===== src/rtl/arcade_input_pkg.sv =====
// Shared constants for the arcade input conditioner: scan codes, button bit
// positions and the coin FSM state type.
package arcade_input_pkg;

  // Bit positions inside the 8-bit per-player button vector
  localparam int unsigned BtnRight = 0;
  localparam int unsigned BtnLeft  = 1;
  localparam int unsigned BtnDown  = 2;
  localparam int unsigned BtnUp    = 3;
  localparam int unsigned BtnFireA = 4;
  localparam int unsigned BtnFireB = 5;
  localparam int unsigned BtnFireC = 6;
  localparam int unsigned BtnFireD = 7;

  // Player 1 scan codes
  localparam logic [7:0] KeyP1Up    = 8'h75;
  localparam logic [7:0] KeyP1Down  = 8'h72;
  localparam logic [7:0] KeyP1Left  = 8'h6B;
  localparam logic [7:0] KeyP1Right = 8'h74;
  localparam logic [7:0] KeyP1FireA = 8'h14;
  localparam logic [7:0] KeyP1FireB = 8'h11;
  localparam logic [7:0] KeyP1FireC = 8'h29;
  localparam logic [7:0] KeyP1FireD = 8'h12;

  // Player 2 scan codes
  localparam logic [7:0] KeyP2Up    = 8'h2D;
  localparam logic [7:0] KeyP2Down  = 8'h2B;
  localparam logic [7:0] KeyP2Left  = 8'h23;
  localparam logic [7:0] KeyP2Right = 8'h34;
  localparam logic [7:0] KeyP2FireA = 8'h1C;
  localparam logic [7:0] KeyP2FireB = 8'h1B;
  localparam logic [7:0] KeyP2FireC = 8'h21;
  localparam logic [7:0] KeyP2FireD = 8'h1D;

  // System scan codes
  localparam logic [7:0] KeyStart1A = 8'h05;
  localparam logic [7:0] KeyStart1B = 8'h16;
  localparam logic [7:0] KeyStart2A = 8'h06;
  localparam logic [7:0] KeyStart2B = 8'h1E;
  localparam logic [7:0] KeyCoinA1  = 8'h76;
  localparam logic [7:0] KeyCoinA2  = 8'h2E;
  localparam logic [7:0] KeyCoinB   = 8'h36;

  typedef enum logic [1:0] {IDLE, PULSE, LOCK} coin_state_t;

  function automatic int unsigned max_u(input int unsigned a, input int unsigned b);
    return (a > b) ? a : b;
  endfunction

endpackage


===== src/rtl/coin_pulse_gen.sv =====
// Coin pulse generator: registered edge detect on the raw coin request, then a
// fixed-width pulse followed by a lockout. Edges outside IDLE are dropped.
module coin_pulse_gen
  import arcade_input_pkg::*;
#(
  parameter int unsigned PULSE_CYCLES = 1,
  parameter int unsigned LOCK_CYCLES  = 1
) (
  input  logic clk_sys,
  input  logic reset,
  input  logic coin_raw,
  output logic coin_pulse
);

  localparam int unsigned CntMax = max_u(PULSE_CYCLES, LOCK_CYCLES);
  localparam int unsigned CntW   = $clog2(CntMax + 1);

  if (PULSE_CYCLES == 0) begin : g_bad_pulse
    $error("coin_pulse_gen: PULSE_CYCLES must be nonzero");
  end
  if (LOCK_CYCLES == 0) begin : g_bad_lock
    $error("coin_pulse_gen: LOCK_CYCLES must be nonzero");
  end

  logic            raw_q;
  logic            raw_prev_q;
  logic            rise;
  coin_state_t     state_q;
  logic [CntW-1:0] cnt_q;

  assign rise = raw_q & ~raw_prev_q;

  // Register the raw request and its previous value for edge detection
  always_ff @(posedge clk_sys or posedge reset) begin
    if (reset) begin
      raw_q      <= 1'b0;
      raw_prev_q <= 1'b0;
    end else begin
      raw_q      <= coin_raw;
      raw_prev_q <= raw_q;
    end
  end

  // Coin FSM; counter holds remaining cycles in the current phase (N..1)
  always_ff @(posedge clk_sys or posedge reset) begin
    if (reset) begin
      state_q    <= IDLE;
      cnt_q      <= '0;
      coin_pulse <= 1'b0;
    end else begin
      unique case (state_q)
        IDLE: begin
          if (rise) begin
            state_q    <= PULSE;
            cnt_q      <= CntW'(PULSE_CYCLES);
            coin_pulse <= 1'b1;
          end
        end
        PULSE: begin
          if (cnt_q == CntW'(1)) begin
            state_q    <= LOCK;
            cnt_q      <= CntW'(LOCK_CYCLES);
            coin_pulse <= 1'b0;
          end else begin
            cnt_q <= cnt_q - CntW'(1);
          end
        end
        LOCK: begin
          if (cnt_q == CntW'(1)) begin
            state_q <= IDLE;
            cnt_q   <= '0;
          end else begin
            cnt_q <= cnt_q - CntW'(1);
          end
        end
        default: begin
          state_q    <= IDLE;
          cnt_q      <= '0;
          coin_pulse <= 1'b0;
        end
      endcase
    end
  end

endmodule


===== src/rtl/arcade_input_conditioner.sv =====
// Arcade input conditioner: decodes PS/2 key events into latched buttons,
// merges them with HPS joysticks into registered per-player vectors and drives
// a conditioned coin pulse. Optional autofire on fireA is enabled by the
// AUTOFIRE_EN macro.
module arcade_input_conditioner
  import arcade_input_pkg::*;
#(
  parameter int unsigned CLK_HZ        = 10_000_000,
  parameter int unsigned COIN_PULSE_MS = 100,
  parameter int unsigned COIN_LOCK_MS  = 100,
  parameter int unsigned AUTOFIRE_HZ   = 10
) (
  input  logic        clk_sys,
  input  logic        reset,
  input  logic [10:0] ps2_key,
  input  logic [15:0] joy1,
  input  logic [15:0] joy2,
  output logic [7:0]  p1_btn,
  output logic [7:0]  p2_btn,
  output logic        start1,
  output logic        start2,
  output logic        coin1
);

  localparam longint unsigned PulseCyc64 = 64'(COIN_PULSE_MS) * 64'(CLK_HZ) / 64'd1000;
  localparam longint unsigned LockCyc64  = 64'(COIN_LOCK_MS) * 64'(CLK_HZ) / 64'd1000;
  localparam int unsigned     PulseCycles = 32'(PulseCyc64);
  localparam int unsigned     LockCycles  = 32'(LockCyc64);

  if (AUTOFIRE_HZ == 0) begin : g_bad_af
    $error("arcade_input_conditioner: AUTOFIRE_HZ must be nonzero");
  end

  logic       tog_q;
  logic       primed_q;
  logic       key_event;
  logic       pressed;
  logic [7:0] key_p1;
  logic [7:0] key_p2;
  logic       key_start1;
  logic       key_start2;
  logic       key_coin_a;
  logic       key_coin_b;
  logic [7:0] p1_next;
  logic [7:0] p2_next;
  logic       coin_raw;
  logic       unused_bits;

  // Extended-key flag and high joystick bits carry nothing this block needs
  assign unused_bits = ^{ps2_key[8], joy1[15:11], joy2[15:11]};

  assign key_event = primed_q & (ps2_key[10] ^ tog_q);
  assign pressed   = ps2_key[9];

  // Key event detection and per-key latches; first cycle only primes the toggle
  always_ff @(posedge clk_sys or posedge reset) begin
    if (reset) begin
      tog_q      <= 1'b0;
      primed_q   <= 1'b0;
      key_p1     <= '0;
      key_p2     <= '0;
      key_start1 <= 1'b0;
      key_start2 <= 1'b0;
      key_coin_a <= 1'b0;
      key_coin_b <= 1'b0;
    end else begin
      tog_q    <= ps2_key[10];
      primed_q <= 1'b1;
      if (key_event) begin
        case (ps2_key[7:0])
          KeyP1Right:             key_p1[BtnRight] <= pressed;
          KeyP1Left:              key_p1[BtnLeft]  <= pressed;
          KeyP1Down:              key_p1[BtnDown]  <= pressed;
          KeyP1Up:                key_p1[BtnUp]    <= pressed;
          KeyP1FireA:             key_p1[BtnFireA] <= pressed;
          KeyP1FireB:             key_p1[BtnFireB] <= pressed;
          KeyP1FireC:             key_p1[BtnFireC] <= pressed;
          KeyP1FireD:             key_p1[BtnFireD] <= pressed;
          KeyP2Right:             key_p2[BtnRight] <= pressed;
          KeyP2Left:              key_p2[BtnLeft]  <= pressed;
          KeyP2Down:              key_p2[BtnDown]  <= pressed;
          KeyP2Up:                key_p2[BtnUp]    <= pressed;
          KeyP2FireA:             key_p2[BtnFireA] <= pressed;
          KeyP2FireB:             key_p2[BtnFireB] <= pressed;
          KeyP2FireC:             key_p2[BtnFireC] <= pressed;
          KeyP2FireD:             key_p2[BtnFireD] <= pressed;
          KeyStart1A, KeyStart1B: key_start1       <= pressed;
          KeyStart2A, KeyStart2B: key_start2       <= pressed;
          KeyCoinA1, KeyCoinA2:   key_coin_a       <= pressed;
          KeyCoinB:               key_coin_b       <= pressed;
          default: ;
        endcase
      end
    end
  end

`ifdef AUTOFIRE_EN
  localparam int unsigned AfHalf = CLK_HZ / (2 * AUTOFIRE_HZ);
  localparam int unsigned AfW    = (AfHalf > 1) ? $clog2(AfHalf) : 1;

  if (AfHalf == 0) begin : g_bad_af_half
    $error("arcade_input_conditioner: CLK_HZ too low for AUTOFIRE_HZ");
  end

  logic           p1_fire_d;
  logic           p2_fire_d;
  logic           af_held;
  logic           phase_q;
  logic [AfW-1:0] af_cnt_q;

  assign p1_fire_d = key_p1[BtnFireD] | joy1[BtnFireD];
  assign p2_fire_d = key_p2[BtnFireD] | joy2[BtnFireD];
  assign af_held   = p1_fire_d | p2_fire_d;

  // Shared autofire phase: high on the first held cycle, toggles every AfHalf cycles
  always_ff @(posedge clk_sys or posedge reset) begin
    if (reset) begin
      phase_q  <= 1'b1;
      af_cnt_q <= '0;
    end else if (!af_held) begin
      phase_q  <= 1'b1;
      af_cnt_q <= '0;
    end else if (af_cnt_q == AfW'(AfHalf - 1)) begin
      phase_q  <= ~phase_q;
      af_cnt_q <= '0;
    end else begin
      af_cnt_q <= af_cnt_q + AfW'(1);
    end
  end

  // Merge keys and joysticks, then OR the autofire phase into fireA
  always_comb begin
    p1_next = key_p1 | joy1[7:0];
    p2_next = key_p2 | joy2[7:0];
    p1_next[BtnFireA] = p1_next[BtnFireA] | (p1_fire_d & phase_q);
    p2_next[BtnFireA] = p2_next[BtnFireA] | (p2_fire_d & phase_q);
  end
`else
  // Merge keys and joysticks
  always_comb begin
    p1_next = key_p1 | joy1[7:0];
    p2_next = key_p2 | joy2[7:0];
  end
`endif

  // Registered button and start outputs
  always_ff @(posedge clk_sys or posedge reset) begin
    if (reset) begin
      p1_btn <= '0;
      p2_btn <= '0;
      start1 <= 1'b0;
      start2 <= 1'b0;
    end else begin
      p1_btn <= p1_next;
      p2_btn <= p2_next;
      start1 <= key_start1 | joy1[8] | joy2[8];
      start2 <= key_start2 | joy1[9] | joy2[9];
    end
  end

  assign coin_raw = key_coin_a | key_coin_b | joy1[10] | joy2[10];

  coin_pulse_gen #(
    .PULSE_CYCLES(PulseCycles),
    .LOCK_CYCLES (LockCycles)
  ) u_coin (
    .clk_sys   (clk_sys),
    .reset     (reset),
    .coin_raw  (coin_raw),
    .coin_pulse(coin1)
  );

endmodule


===== config.mk =====
export PLATFORM = sky130hd
export DESIGN_NAME = arcade_input_conditioner
export DESIGN_NICKNAME = d
export VERILOG_FILES = /design/src/rtl/arcade_input_pkg.sv /design/src/rtl/coin_pulse_gen.sv /design/src/rtl/arcade_input_conditioner.sv
export SDC_FILE = /design/constraint.sdc
export NUM_CORES = 1
export LEC_CHECK = 0
export ABC_AREA = 1
export BUFFER_PORTS_ARGS = -buffer_cell sky130_fd_sc_hd__buf_2
export CAP_MARGIN = 30
export CORE_AREA = 5 5 78 87
export DETAILED_ROUTE_END_ITERATION = 8
export DIE_AREA = 0 0 83 92
export PLACE_DENSITY = 0.87
export SYNTH_ARGS = -nofsm -noshare
export SYNTH_HDL_FRONTEND = slang
export SYNTH_SLANG_ARGS = --single-unit
export TNS_END_PERCENT = 5

===== constraint.sdc =====
create_clock -name clk_sys -period 5.5 [get_ports clk_sys]
set_clock_uncertainty 0.2 [all_clocks]
set_input_delay 1.1 -clock clk_sys [delete_from_list [all_inputs] [get_ports clk_sys]]
set_output_delay 1.1 -clock clk_sys [all_outputs]
set_load 0.01 [all_outputs]

======== Word level (Yosys, flattened, before mapping) ========
Index checks and enable logic that the tools add are counted.
operators by class
  mux-type cells .......................... 11
  reductions and logical operators ........ 26
  equality and inequality tests ........... 29
  bitwise logic cells ..................... 14
  $add $sub $neg .......................... 1
operators with widths
  operator               number
  $eq 8x5->1 const B     8
  $eq 8x6->1 const B     8
  $mux 20                3
  $pmux 20 s3            1
  $eq 8x7->1 const B     5
  $reduce_and 2->1       20
  $eq 20x1->1 const B    1
  $sub 20x1->20 const B  1
  $eq 8x3->1 const B     2
  $or 8x8->8             2
  $or 1x1->1             7
  $mux 2                 3
  $ne 2x1->1 const B     3
  $pmux 2 s3             1
  $reduce_and 3->1       2
  $reduce_or 2->1        3
  $pmux 1 s3             1
  $and 1x1->1            2
  $eq 2x1->1 const B     1
  $eq 2x2->1 const B     1
  $logic_not 2->1        1
  $mux 1                 2
  $not 1->1              2
  $xor 1x1->1            1
storage, ports and cells
  input bits .............................. 45
  word-level logic and storage cells ...... 112
  register bits ........................... 65
  output and inout bits ................... 19

======== Logic depth before layout (Yosys ltp) ========
Gate-level depths: netlist of the first run.
  depth in word-level cells ............... 4
  depth in mapped cells ................... 10
  mapped depth without buffers ............ 10

======== By module ========
Synthesis of the first run repeated with hierarchy kept, for this count alone.
unflattened totals
  cell total of the unflattened synthesis .. 395
  area, all modules ....................... 3279.4 µm²
modules (own cells, without submodules)
  module                    cells each  sequential area each (µm²)  times used  area each (µm²)
  arcade_input_conditioner  189         1001.0                      1           1700.4
  coin_pulse_gen            206         625.6                       1           1579.0

======== Worst setup path after synthesis of the first run ========
OpenSTA, ideal clock, no wires.
  path type ............................... in2reg
  start ................................... input port ps2_key[2]
  end ..................................... register key_p1[2]
  arrival time ............................ 1802 ps
  slack ................................... 3368 ps
  required time ........................... 5170 ps
  stages on the path ...................... 5
  library setup time ...................... 130 ps
  cells stage by stage .................... or2_2 nor3_1 nand3_1 nand2_1 o21ai_0
between the ends
  word-level cells in the longest chain between the ends .. 2
ends and longest elaborated chain
  element                            RTL line                        text
  start: declaration                 arcade_input_conditioner.sv:15  input logic [10:0] ps2_key,
  $eq 8x7->1                         arcade_input_conditioner.sv:70  case (ps2_key[7:0])
  $reduce_and 2->1 (no source line)  --
  end signal: indexed assignment     arcade_input_conditioner.sv:71  KeyP1Right: key_p1[BtnRight] <= pressed;
  end signal: indexed assignment     arcade_input_conditioner.sv:72  KeyP1Left: key_p1[BtnLeft] <= pressed;
  end signal: indexed assignment     arcade_input_conditioner.sv:73  KeyP1Down: key_p1[BtnDown] <= pressed;
  end: declaration                   arcade_input_conditioner.sv:38  logic [7:0] key_p1;
Every way passes these cells.
A chain may end at the register's enable or synchronous reset.

======== Worst setup path in the final report of the first run ========
  start ................................... input port ps2_key[10]
  end ..................................... register key_coin_a
between the ends
  word-level cells in the longest chain between the ends .. 3
ends and longest elaborated chain
  element                            RTL line                        text
  $xor 1x1->1                        arcade_input_conditioner.sv:52  assign key_event = primed_q & (ps2_key[10] ^ tog_q);
  $and 1x1->1                        arcade_input_conditioner.sv:52
  $reduce_and 2->1 (no source line)  --
  end signal: assignment             arcade_input_conditioner.sv:89  KeyCoinA1, KeyCoinA2: key_coin_a <= pressed;
  end: declaration                   arcade_input_conditioner.sv:42  logic key_coin_a;
Every way passes these cells.

==> out/qor.yml, run 1 <==
status: "finished, final reports clean"
cts_root_buf: "clkbuf_8"
hpwlAfterDp_mm: 5.19
cts.clk_slew.worst_paths_ps: 80
path_cells: "buf_2, inv_1, nand2_1, nand3_2, clkinv_1, nand3_1, o31ai_1, nand2_1, o21ai_0"
fin_setup_tns_ps: 0
via_per_inst: 5.17
cts_sinks: 65
design_area_um2: 3820
critPathCaptureType: "register"
fin_crit_sh: 0.401
routed-via-count: 2709
drcViolationCount: 0
die_y_um: 92
antenna_found_initial: 0
arrival_ps: 2230
vdd_drop_max_mv: 0.272
p_leak_uw: 0.00193
final_antenna_net_count: 0
synthesis.area_um2: 3280
rsz0062_at_grt: "no"
r2r_slack_ps: 3640
clock.fmax_mhz: 453
grt_pass1_vias: 2766
design.core.area_um2: 5730
postCtsHoldBufs: 0
dr.pass1.iters: 4
fill_cells: 489
hold_end: "u_coin.raw_prev_q"
synth_edf_count: 0
die_w_um: 83
netlist_instances: 381
grt_use_total: 0.197
tightest_slew_ps: 804
finalSetupViolCount: 0
r2r_start: "u_coin.raw_prev_q"
cts_tree: "built"
dieArea_um2: 7640
gp_congestion: 0.922
synth_ff_type: "dfrtp_1"
critical_path_required_ps: 5520
synth_top_area_cell: "dfrtp_1"
synthToLayoutAreaGrowth_pct: 16.7
synthesis.nets: 428
critPathMaxStageDelay_ps: 370
yosysSeqAreaShare: 0.496
n_antenna_cell: 0
htreeDepth: 3
synth_top_area_frac: 0.496
reg2reg_depth: 5
crit_top_cell: "nand2_1"
crit_type: "input port to register"
hold_viol_final: 0
hold_path_class: "register to register"
cts_buffers: 9
cap_violations: 0
worst_r2r_endpoint: "u_coin.cnt_q[4]"
first_iter_violations: 125
yosysMostFrequentCell: "nand2_1"
placementRows: 29
io_buffers: 52
pwr_density_cell_nw_per_um2: 458
post_cts_buffers: 0
drt_wl_total_mm: 7.05
grt_max_degree: 66
pin_count: 64
postCtsResizedCells: 0
synth_seq_cells: 65
start_util: 0.572
synth.distinct_cells: 35
insertion_delay_ps: 350
slowest_stage: "clkinv_1"
cts_buffer_depth: 2
hp-start: "u_coin.raw_q"
hold_path_depth: 0
critPathMaxFanout: 17
post-route-min-period_ps: 2210
wl_per_cell_um: 13.4
slew_headroom: 0.464
final_nets: 489
async_flop_share: 1.00
synth_common_cells: "nand2_1 (75), dfrtp_1 (65), inv_1 (42)"
syn_avg_cell_area_um2: 8.60
gr-total-overflow: 0
synth_area_leaders: "dfrtp_1 (50%), nand2_1 (8.6%), nand3_1 (4.9%), inv_1 (4.8%), nor2_1 (4.6%)"
grt_pass1_wl_mm: 12.2
cp-start-kind: "input port"
place_area_um2: 3620
finalMaxSlewViolations: 0
drive_above_1_share: 0.282
yosysWarnings: 0
[worst max-delay path, delay by kind of cell]
family	cells	cell delay, ps
AOI/OAI and AO/OA	2	200
buffers and inverters	3	520
and+or+nand+nor	4	400
[cells in the final DEF, fill, tap and decap left out, types with 3 or more instances in the layout]
| cell | count |
|---|---|
| o21ai_2 | 5 |
| nor2_1 | 40 |
| nor3_1 | 3 |
| nand3_1 | 32 |
| dfrtp_1 | 65 |
| o21ai_1 | 3 |
| or2_2 | 17 |
| clkbuf_8 | 9 |
| inv_1 | 41 |
| buf_2 | 52 |
| nand4_1 | 5 |
| clkinv_4 | 3 |
| nor2_2 | 7 |
| xor2_1 | 10 |
| nand2_2 | 5 |
| inv_6 | 3 |
| nor2_4 | 9 |
| a21oi_1 | 7 |
| inv_2 | 3 |
| nand2_4 | 4 |
| o22ai_1 | 4 |
| o21ai_0 | 26 |
| nand2_1 | 75 |
[worst max-delay path by stage]
stage                 from    endpoint  slack (ps)  depth (start not counted)
2_1_floorplan        reset  key_coin_a        2570                          1
3_3_place_gp   ps2_key[10]  key_coin_a        2960                          9
3_5_place_dp   ps2_key[10]  key_coin_a        2930                          9
4_1_cts          p2_btn[3]   p2_btn[3]        3310                          1
5_1_grt        ps2_key[10]  key_coin_a        3180                          9
6_report       ps2_key[10]  key_coin_a        3290                          9
[registers in the layout (all words and copies together) (netlist names), 2 cells and up]
name,cells
u_coin.cnt_q,20
p1_btn,8
key_p1,8
u_coin.state_q,2
key_p2,8
p2_btn,8
[per-stage QoR]
| stage | util | hold WS (ps) | instances | total power (uW) | setup WS [ps] |
|---|---|---|---|---|---|
| after CTS | 0.667 | 180 | 524 | 1760 | 3310 |
| final | 0.667 | 175 | 524 | 1750 | 3290 |
| after detailed placement | 0.632 | 167 | 508 | 1340 | 2930 |
| after floorplan | - | 154 | 381 | 1200 | 2570 |
| after global routing | 0.667 | 201 | 524 | 1870 | 3180 |
| after global placement | 0.632 | 160 | 508 | 1300 | 2960 |
[layer usage]
layer	vias up	share of wire	global-route usage
met4	0	0.026	0.106
met2	65	0.52	0.340
met1	1278	0.40	0.222
li1	1348	-	-
met5	-	0	0
met3	18	0.046	0.0538
[power by group]
part           internal [uW]  switching [uW]
sequential               558            83.0
clock                    214             204
combinational            240             452
[cell families (layout without fill, tap and decap cells)]
logic type,after synthesis,after routing,share of synthesized area
compound gates,49,49,0.0867
xor+xnor,11,11,0.0317
fa+ha+maj,2,2,0.00764
buf+inv,49,115,0.0603
flops,65,65,0.496
other cells,1,1,0.00114
simple gates,204,204,0.316
[cell type report]
class,count,area (um^2),area share
sequential,65,1630,0.425
tap,77,96.3,0.0252
inverter,46,178,0.0465
timing repair buffer,53,268,0.0700
clock buffer,9,124,0.0324
multi-input combinational,267,1450,0.380
clock inverter,7,78.8,0.0206
No activity file was read; power rests on OpenSTA's default activity.
==> inputs of run 2 (changes only) <==
--- a/config.mk
+++ b/config.mk
@@ -8,10 +8,10 @@
 export ABC_AREA = 1
 export BUFFER_PORTS_ARGS = -buffer_cell sky130_fd_sc_hd__buf_2
 export CAP_MARGIN = 30
-export CORE_AREA = 5 5 78 87
+export CORE_AREA = 5 5 84 93
 export DETAILED_ROUTE_END_ITERATION = 8
-export DIE_AREA = 0 0 83 92
-export PLACE_DENSITY = 0.87
+export DIE_AREA = 0 0 89 98
+export PLACE_DENSITY = 0.8
 export SYNTH_ARGS = -nofsm -noshare
 export SYNTH_HDL_FRONTEND = slang
 export SYNTH_SLANG_ARGS = --single-unit
==> constraint.sdc (replaced) <==
create_clock -name clk_sys -period 1.9 [get_ports clk_sys]
set_clock_uncertainty 0.2 [all_clocks]
set_input_delay 0.38 -clock clk_sys [delete_from_list [all_inputs] [get_ports clk_sys]]
set_output_delay 0.38 -clock clk_sys [all_outputs]
set_load 0.01 [all_outputs]
==> out/qor.yml, run 2 (synthesized netlist as in run 1, its figures left out) <==
synthToLayoutAreaGrowth_pct: 23.5
critical_path_required_ps: 1920  # -3600 ps
grt_pass1_vias: 2866  # +3.6%
vdd_drop_max_mv: 0.674  # +150%
hold_viol_final: 0  # unchanged
cts_tree: "built"
routed-via-count: 2728  # +0.70%
final_cell_mix: "nand2_1 (74), dfrtp_1 (65), buf_2 (52), inv_1 (41), nor2_1 (40)"
final_antenna_net_count: 0  # unchanged
switching_share: 0.404  # -0.0181
status: "finished, final reports clean"
cts.clk_slew.worst_paths_ps: 80  # about the same
design.core.area_um2: 6850  # +19%
pin_count: 64  # unchanged
cts_sinks: 65  # unchanged
fin_setup_tns_ps: 0  # unchanged
io_buffers: 52  # unchanged
fin_crit_sh: 0.963
cts_buffers: 9  # unchanged
cts_root_buf: "clkbuf_8"
grt_max_degree: 33  # -50%
slew_headroom: 0.655  # +0.190
switching_power_uw: 2150  # +190%
largest_register_ffs: 20  # unchanged
antenna_found_initial: 0  # unchanged
n_antenna_cell: 0  # unchanged
hpwlAfterDp_mm: 5.40  # +4.0%
final_nets: 505  # +3.3%
post-route-min-period_ps: 1830
cp-start-kind: "input port"
layout_commonest_cell: "nand2_1"
start_util: 0.479  # -0.0930
dieArea_um2: 8720  # +14%
power_frac_seq: 0.348  # -0.018
grt_pass1_wl_mm: 12.7  # +4.4%
clock.fmax_mhz: 546
wl_per_cell_um: 13.2  # -1.7%
dr.pass1.iters: 4  # unchanged
htreeDepth: 3  # unchanged
gp_congestion: 0.885  # -4.0%
p_int_uw: 3180  # +210%
finalSetupViolCount: 0  # unchanged
die_y_um: 98  # +6.5%
finalMaxSlewViolations: 0  # unchanged
drt_wl_total_mm: 7.24  # +2.8%
hold_path_class: "input port to register"
drcViolationCount: 0  # unchanged
pwr-share-clk: 0.262  # +0.023
die_w_um: 89  # +7.2%
crit_type: "input port to register"
tightest_slew_ps: 518  # -286 ps
arrival_ps: 1850  # -380 ps
cap_violations: 0  # unchanged
first_iter_violations: 181  # +45%
grt_use_total: 0.187  # -0.0103
via_per_inst: 4.98  # -3.7%
largest_register: "u_coin.cnt_q"
critPathCaptureType: "register"
drive_above_1_share: 0.296  # +0.0140
comb_power_share: 0.389  # -0.006
cts_buffer_depth: 2  # unchanged
critPathMaxFanout: 13  # -4
p_leak_uw: 0.00202  # +4.8%
pwr_density_cell_nw_per_um2: 1320  # +190%
gr-total-overflow: 0  # unchanged
fin_util: 0.591  # -0.0759
insertion_delay_ps: 350  # about the same
fill_cells: 569  # +16%
placementRows: 32  # +10%
## run 2: cell type report
cell class	instances	area (um^2)	area share
multi-input combinational	267	1460	0.361
sequential	65	1630	0.402
timing repair buffer	69	430	0.106
clock buffer	10	138	0.0340
inverter	46	185	0.0458
tap	85	106	0.0263
clock inverter	6	97.6	0.0241
## run 2: power by group through the flow
| stage | combinational [uW] | sequential, uW | clock (uW) |
|---|---|---|---|
| finish | 2080 | 1860 | 1400 |
| global route | 2380 | 1890 | 1490 |
| CTS | 2080 | 1860 | 1420 |
| detailed placement | 2040 | 1880 | 0 |
| global placement | 2000 | 1870 | 0 |
| floorplan | 1620 | 1850 | 0 |
## run 2: metal layers
layer / global-route usage / routed length, um
met1: 0.219 / 2860
met2: 0.322 / 3850
met3: 0.0532 / 365
met4: 0.0630 / 163
met5: 0 / 0
## run 2: timing repair
item                                    CTS  global route
resized for setup                         0             3
hold buffers                              7             0
buffers inserted                          0             2
endpoints found under the hold margin    15             0
endpoints found under the setup margin    0            12
## run 2: path summary, 6_finish.rpt
kind / start / endpoint / slack [ps] / depth (start not counted)
max reg2reg: u_coin.cnt_q[1] / u_coin.state_q[1] / 130 / 10
min reg2reg: u_coin.raw_q / u_coin.raw_prev_q / 170 / 0
min in group asynchronous: reset / p2_btn[3] / 320 / 3
max in group asynchronous: reset / p1_btn[1] / 730 / 4
min: joy1[0] / p1_btn[0] / 10 / 2
max: ps2_key[10] / key_p1[5] / 70 / 9
## run 2: worst max-delay path, stage by stage
cell,delay [ps]
dlygate4sd3_1,540
buf_2,140
nand2_1,100
nand3_4,120
clkinvlp_4,140
buf_12,140
nand3_1,110
nand2_1,90
o21ai_0,80
## run 2: metrics by stage
| step | hold slack, ps | total power (uW) | setup WS [ps] | instances | instance area [um^2] |
|---|---|---|---|---|---|
| floorplan | 154 | 3460 | 273 | 381 | 3280 |
| global placement | 143 | 3860 | 153 | 523 | 3710 |
| detailed placement | 152 | 3930 | 133 | 523 | 3710 |
| CTS | 0.239 | 5360 | 43.9 | 546 | 4020 |
| global route | 0.930 | 5760 | -16.8 | 548 | 4050 |
| finish | 14.1 | 5330 | 69.5 | 548 | 4050 |
